File: src/rtl/mem_arbiter.sv
// mem_arbiter: shares one single-ported 64-bit memory between instruction
// fetch (10-byte unaligned window built from 2 or 3 aligned word reads) and
// data access (aligned 8-byte read/write), with range checking and a
// per-state ack timeout.
//
// state | meaning
// ------+----------------------------------------------------------
// IDLE  | arbitrate pending requests, range-check the winner
// IF0   | fetch: read aligned word containing if_addr into w0
// IF1   | fetch: read next word into w1
// IF2   | fetch: read third word (only when if_addr[2:0]==7)
// DM    | data: single aligned read or write
// RSP   | ready pulse on the owning port, then back to IDLE
module mem_arbiter #(
    parameter logic [63:0] MEM_BYTES = 64'h400,
    parameter int unsigned TIMEOUT   = 16
) (
    input  logic        clk,
    input  logic        rst,
    input  logic        if_req,
    input  logic [63:0] if_addr,
    output logic        if_ready,
    output logic [79:0] if_data,
    output logic        if_err,
    input  logic        dm_req,
    input  logic        dm_we,
    input  logic [63:0] dm_addr,
    input  logic [63:0] dm_wdata,
    output logic        dm_ready,
    output logic [63:0] dm_rdata,
    output logic        dm_err,
    output logic        mem_req,
    output logic        mem_we,
    output logic [63:0] mem_addr,
    output logic [63:0] mem_wdata,
    input  logic        mem_ack,
    input  logic [63:0] mem_rdata
);

    typedef enum logic [2:0] {IDLE, IF0, IF1, IF2, DM, RSP} state_t;

    // Down-counter holds the remaining no-ack cycles; it only needs TIMEOUT-1.
    localparam int CW = (TIMEOUT > 2) ? $clog2(TIMEOUT) : 1;
    localparam logic [CW-1:0] WAIT_LOAD = CW'(TIMEOUT - 1);

    state_t        state;
    logic          starved;
    logic [CW-1:0] wait_cnt;
    logic [63:0]   w0;
    logic [63:0]   w1;

    logic [64:0]   if_end;
    logic [64:0]   dm_end;
    logic          if_bad;
    logic          dm_bad;
    logic          pick_dm;
    logic          pick_if;
    logic [2:0]    lane;
    logic          expired;

    // Range checks are done in 65 bits so an address near 2^64 cannot wrap.
    assign if_end  = {1'b0, if_addr} + 65'd10;
    assign dm_end  = {1'b0, dm_addr} + 65'd8;
    assign if_bad  = if_end > {1'b0, MEM_BYTES};
    assign dm_bad  = (dm_addr[2:0] != 3'd0) || (dm_end > {1'b0, MEM_BYTES});
    assign pick_dm = dm_req && (!if_req || !starved);
    assign pick_if = if_req && !pick_dm;
    assign lane    = if_addr[2:0];
    assign expired = (wait_cnt == '0) && !mem_ack;

    // Extract the 10-byte window starting at byte offset off of three words.
    function automatic logic [79:0] window(input logic [191:0] words, input logic [2:0] off);
        logic [191:0] sh;
        sh = words >> {off, 3'b000};
        return sh[79:0];
    endfunction

    // Sequencer: arbitration, memory strobing, timeout and registered responses.
    always_ff @(posedge clk or posedge rst) begin
        if (rst) begin
            state     <= IDLE;
            starved   <= 1'b0;
            wait_cnt  <= '0;
            w0        <= '0;
            w1        <= '0;
            if_ready  <= 1'b0;
            if_data   <= '0;
            if_err    <= 1'b0;
            dm_ready  <= 1'b0;
            dm_rdata  <= '0;
            dm_err    <= 1'b0;
            mem_req   <= 1'b0;
            mem_we    <= 1'b0;
            mem_addr  <= '0;
            mem_wdata <= '0;
        end else begin
            if_ready <= 1'b0;
            dm_ready <= 1'b0;
            case (state)
                IDLE: begin
                    wait_cnt <= WAIT_LOAD;
                    if (pick_dm) begin
                        if (if_req) starved <= 1'b1;
                        if (dm_bad) begin
                            state    <= RSP;
                            dm_ready <= 1'b1;
                            dm_err   <= 1'b1;
                            dm_rdata <= '0;
                        end else begin
                            state     <= DM;
                            mem_req   <= 1'b1;
                            mem_we    <= dm_we;
                            mem_addr  <= dm_addr;
                            mem_wdata <= dm_wdata;
                        end
                    end else if (pick_if) begin
                        starved <= 1'b0;
                        if (if_bad) begin
                            state    <= RSP;
                            if_ready <= 1'b1;
                            if_err   <= 1'b1;
                            if_data  <= '0;
                        end else begin
                            state    <= IF0;
                            mem_req  <= 1'b1;
                            mem_we   <= 1'b0;
                            mem_addr <= {if_addr[63:3], 3'b000};
                        end
                    end
                end
                IF0, IF1, IF2: begin
                    if (mem_ack) begin
                        wait_cnt <= WAIT_LOAD;
                        if (state == IF0) begin
                            w0       <= mem_rdata;
                            mem_addr <= mem_addr + 64'd8;
                            state    <= IF1;
                        end else if (state == IF1 && lane == 3'd7) begin
                            w1       <= mem_rdata;
                            mem_addr <= mem_addr + 64'd8;
                            state    <= IF2;
                        end else begin
                            mem_req  <= 1'b0;
                            state    <= RSP;
                            if_ready <= 1'b1;
                            if_err   <= 1'b0;
                            if (state == IF1)
                                if_data <= window({64'd0, mem_rdata, w0}, lane);
                            else
                                if_data <= window({mem_rdata, w1, w0}, lane);
                        end
                    end else if (expired) begin
                        mem_req  <= 1'b0;
                        state    <= RSP;
                        if_ready <= 1'b1;
                        if_err   <= 1'b1;
                        if_data  <= '0;
                    end else begin
                        wait_cnt <= wait_cnt - CW'(1);
                    end
                end
                DM: begin
                    if (mem_ack || expired) begin
                        mem_req  <= 1'b0;
                        mem_we   <= 1'b0;
                        state    <= RSP;
                        dm_ready <= 1'b1;
                        dm_err   <= !mem_ack;
                        dm_rdata <= (mem_ack && !mem_we) ? mem_rdata : 64'd0;
                    end else begin
                        wait_cnt <= wait_cnt - CW'(1);
                    end
                end
                RSP: begin
                    state <= IDLE;
                end
                default: begin
                    state <= IDLE;
                end
            endcase
        end
    end

endmodule

File: config.mk
export PLATFORM = sky130hd
export DESIGN_NAME = mem_arbiter
export DESIGN_NICKNAME = d
export VERILOG_FILES = /design/src/rtl/mem_arbiter.sv
export SDC_FILE = /design/constraint.sdc
export NUM_CORES = 1
export LEC_CHECK = 0
export BUFFER_PORTS_ARGS = -buffer_cell sky130_fd_sc_hd__buf_4
export CORE_ASPECT_RATIO = 0.5
export CORE_MARGIN = 8
export CORE_UTILIZATION = 51
export DETAILED_ROUTE_END_ITERATION = 12
export GPL_TIMING_DRIVEN = 0
export HOLD_SLACK_MARGIN = 0.1
export PLACE_DENSITY = 0.88
export REMOVE_ABC_BUFFERS = 1
export SYNTH_ARGS = -nofsm -noshare
export SYNTH_HDL_FRONTEND = slang
export SYNTH_SLANG_ARGS = --single-unit
File: constraint.sdc
create_clock -name clk -period 13 [get_ports clk]
set_clock_uncertainty 0.1 [all_clocks]
set_input_delay 1.3 -clock clk [delete_from_list [all_inputs] [get_ports clk]]
set_output_delay 1.3 -clock clk [all_outputs]
set_load 0.03 [all_outputs]
==> impl_metrics.json <==
{
  "postSynthCellCount": 2577,
  "path_clk_slew_ns": 0.07,
  "io_pins": 540,
  "crit_required_ns": 13.36,
  "min_period_ns": 6.30,
  "synth.avg_cell_area_um2": 9.88,
  "htree_num_levels": 2,
  "ys_seq_area_share_pct": 40.7,
  "synth_seq_cells": 414,
  "antenna_found_initial": 6,
  "vias_per_cell": 6.49,
  "synth_top_cell_area_share_pct": 40.7,
  "cp.depth": 15,
  "cp_slowest_stage_delay_ns": 0.62,
  "drv_slew": 0,
  "start_util_pct": 51.1,
  "cts_tree": "done",
  "leakage_uw": 0.0149,
  "p_seq_share_pct": 32.4,
  "synth-edff-count": 0,
  "cp-end-kind": "flop",
  "setup_viol": 0,
  "maxCapViolCount": 0,
  "min_path_cells": 1,
  "cts-root-buf": "clkbuf_16",
  "tightest_slew_ns": 1.15,
  "cts_made_buffers": 40,
  "path_delay_family": "simple AND/OR/NAND/NOR gates",
  "cts-resized-gates": 0,
  "fillers": 3880,
  "critPathBufInv": 4,
  "ys_warn_count": 0,
  "firstDrtPassIters": 7,
  "synthArstFlopShare_pct": 100,
  "powerDensity_mw_per_mm2": 209,
  "yosys.area.top_type": "dfrtp_1",
  "whs_endpoint": "if_data[68]$_DFFE_PP0P_",
  "cell_internal_pwr_uw": 3780,
  "peakVddDrop_v": 0.000122,
  "final_nets": 3267,
  "fin_area_mm2": 0.0317,
  "r2r_cells": 10,
  "overflow": 0,
  "fin_crit_sh_pct": 48.5,
  "drt_iter0_drc": 2874,
  "vias": 24000,
  "postCtsHoldBufs": 0,
  "drive_gt1_share_pct": 31.1,
  "wirelength_mm": 92.3,
  "grt_setup_unrepaired": "false",
  "r2r-end": "mem_addr[58]$_DFFE_PP0P_",
  "p_switching_uw": 2860,
  "drc_errors": 0,
  "dieArea_mm2": 0.0578,
  "worstSkewPairLatency_ns": 0.59,
  "met2_usage_pct": 51.8,
  "grt_pass1_wl_mm": 141,
  "avgRoutedWirePerCell_um": 25.0,
  "use_met3_pct": 5.85,
  "hold_viol_final": 0,
  "hp-start": "if_data[68]$_DFFE_PP0P_",
  "synth_area_leaders": "dfrtp_1 (41%), mux2_2 (9.8%), mux2i_1 (9.3%)",
  "place_hpwl_mm": 66.6,
  "track_usage_pct": 30.1,
  "grt_max_degree": 130,
  "synth_cell_types": 82,
  "cp_cell_sequence": "buf_6 > buf_16 > ha_1 > nor2_1 > nor4_1 > and4_1 > a21boi_0 > nor4_1 > o2111ai_1 > or4_1 > o41a_1 > o21ai_4 > buf_16 > inv_2 > mux2_2",
  "synth_most_common_cell": "dfrtp_1",
  "die_h_um": 174,
  "status": "finished, final reports clean",
  "postCtsSetupBuffers": 0,
  "critPathKind": "in -> reg",
  "io_buffers": 539,
  "place_congestion": 0.983,
  "crit_fanout": 93,
  "switching_share_pct": 43.1,
  "combPwrFrac_pct": 47.4,
  "tns_ns": 0,
  "pwr-share-clk_pct": 20.2,
  "cts_buffer_depth": 3,
  "grt-busiest-layer": "met2",
  "crit_path_top_delay_cell": "o21ai_4",
  "detail-route-antenna-nets": 0,
  "use_met1_pct": 35.9,
  "rrSetupSlack_ns": 8.37,
  "ys.flop_type": "dfrtp_1",
  "die_w_um": 332,
  "grt_pass1_vias": 23700,
  "num_rows": 58,
  "crit_path_start_kind": "primary input",
  "synth_area_mm2": 0.0255,
  "area.growth.synth_to_final_pct": 24.6,
  "ys_top_cells_by_count": "dfrtp_1 (414), mux2i_1 (237), nand2_1 (233), mux2_2 (221), nor2_1 (164)",
  "cp.arrival_ns": 6.66,
  "hold_class": "reg -> reg",
  "cts.sink_count": 414,
  "total_power_uw": 6640,
  "r2r_start": "mem_addr[5]$_DFFE_PP0P_",
  "place_area_mm2": 0.0302,
  "core_mm2": 0.0498,
  "slew_headroom_pct": 22.7,
  "max_freq_mhz": 159
}
[worst max-delay path by stage]
stage / slack (ns) / to / startpoint
2_1_floorplan: 0.08 / dm_err$_DFFE_PP0P_ / rst
3_3_place_gp: -4.35 / mem_addr[29]$_DFFE_PP0P_ / rst
3_5_place_dp: 6.17 / if_data[19]$_DFFE_PP0P_ / if_addr[1]
4_1_cts: 6.76 / if_data[13]$_DFFE_PP0P_ / if_addr[1]
5_1_grt: 6.29 / if_data[19]$_DFFE_PP0P_ / if_addr[1]
6_report: 6.70 / if_data[14]$_DFFE_PP0P_ / if_addr[1]
[layout by cell type, fill, tap and decap left out, drive strengths merged, types with 15 or more instances in the layout]
cell type,n
a221oi,23
nand4,79
clkbuf,51
a31oi,16
a21oi,103
nand2,235
nor4,42
mux2,221
nor2b,17
nor2,164
a211oi,22
mux2i,237
inv,58
o21ai,133
mux4,24
nand3,101
o31ai,23
a22o,118
xor2,15
buf,564
a221o,27
dfrtp,414
or3,34
nor3,36
and3,21
o211ai,27
[metal layers]
layer  up-vias  share of wire, %
met5         -                 0
met4         0               6.0
met3       323               7.7
met2      1222                49
met1     11900                37
li1      10600                 -
[power groups by stage]
stage,combinational [uW],sequential [uW],clock [uW]
after floorplan,1460,2580,0
after global placement,2980,2110,0
after detailed placement,3100,2140,0
after CTS,3120,2130,1360
after global routing,3320,2200,1410
final,3150,2150,1340
[metrics by stage]
stage	util (%)	hold slack [ns]	std cells	worst slack [ns]
2_1_floorplan	-	0.348	2394	0.0787
3_3_place_gp	59.4	0.368	3593	-4.35
3_5_place_dp	60.7	0.375	3618	6.17
4_1_cts	63.7	0.399	3692	6.76
5_1_grt	63.7	0.416	3698	6.29
6_report	63.7	0.399	3698	6.70
[cell families (layout without fill, tap and decap cells)]
logic type / count (synthesis) / after routing / synth area share [%]
flops: 414 / 414 / 40.7
fa+ha+maj: 5 / 5 / 0.246
mux: 482 / 482 / 21.2
simple gates: 807 / 807 / 16.0
other cells: 0 / 6 / 0
compound gates: 602 / 602 / 17.1
xor+xnor: 27 / 27 / 0.929
buf+inv: 240 / 695 / 3.86
[state kept, by name, indices dropped and copies added, names as in the netlist, 3 cells and up]
name / cells
if_data: 80
dm_rdata: 64
mem_addr: 64
mem_wdata: 64
w0: 64
w1: 64
wait_cnt: 4
state: 3
[area by class of cell]
class | count | area [um2] | share of cell area [%]
multi-input combinational | 1923 | 14200 | 44.8
sequential | 414 | 10400 | 32.7
timing repair buffer | 564 | 4610 | 14.5
clock buffer | 51 | 1120 | 3.54
tap | 660 | 826 | 2.60
clock inverter | 23 | 362 | 1.14
inverter | 57 | 221 | 0.698
antenna | 6 | 15.0 | 0.0473
(Power assumes the default switching activity.)
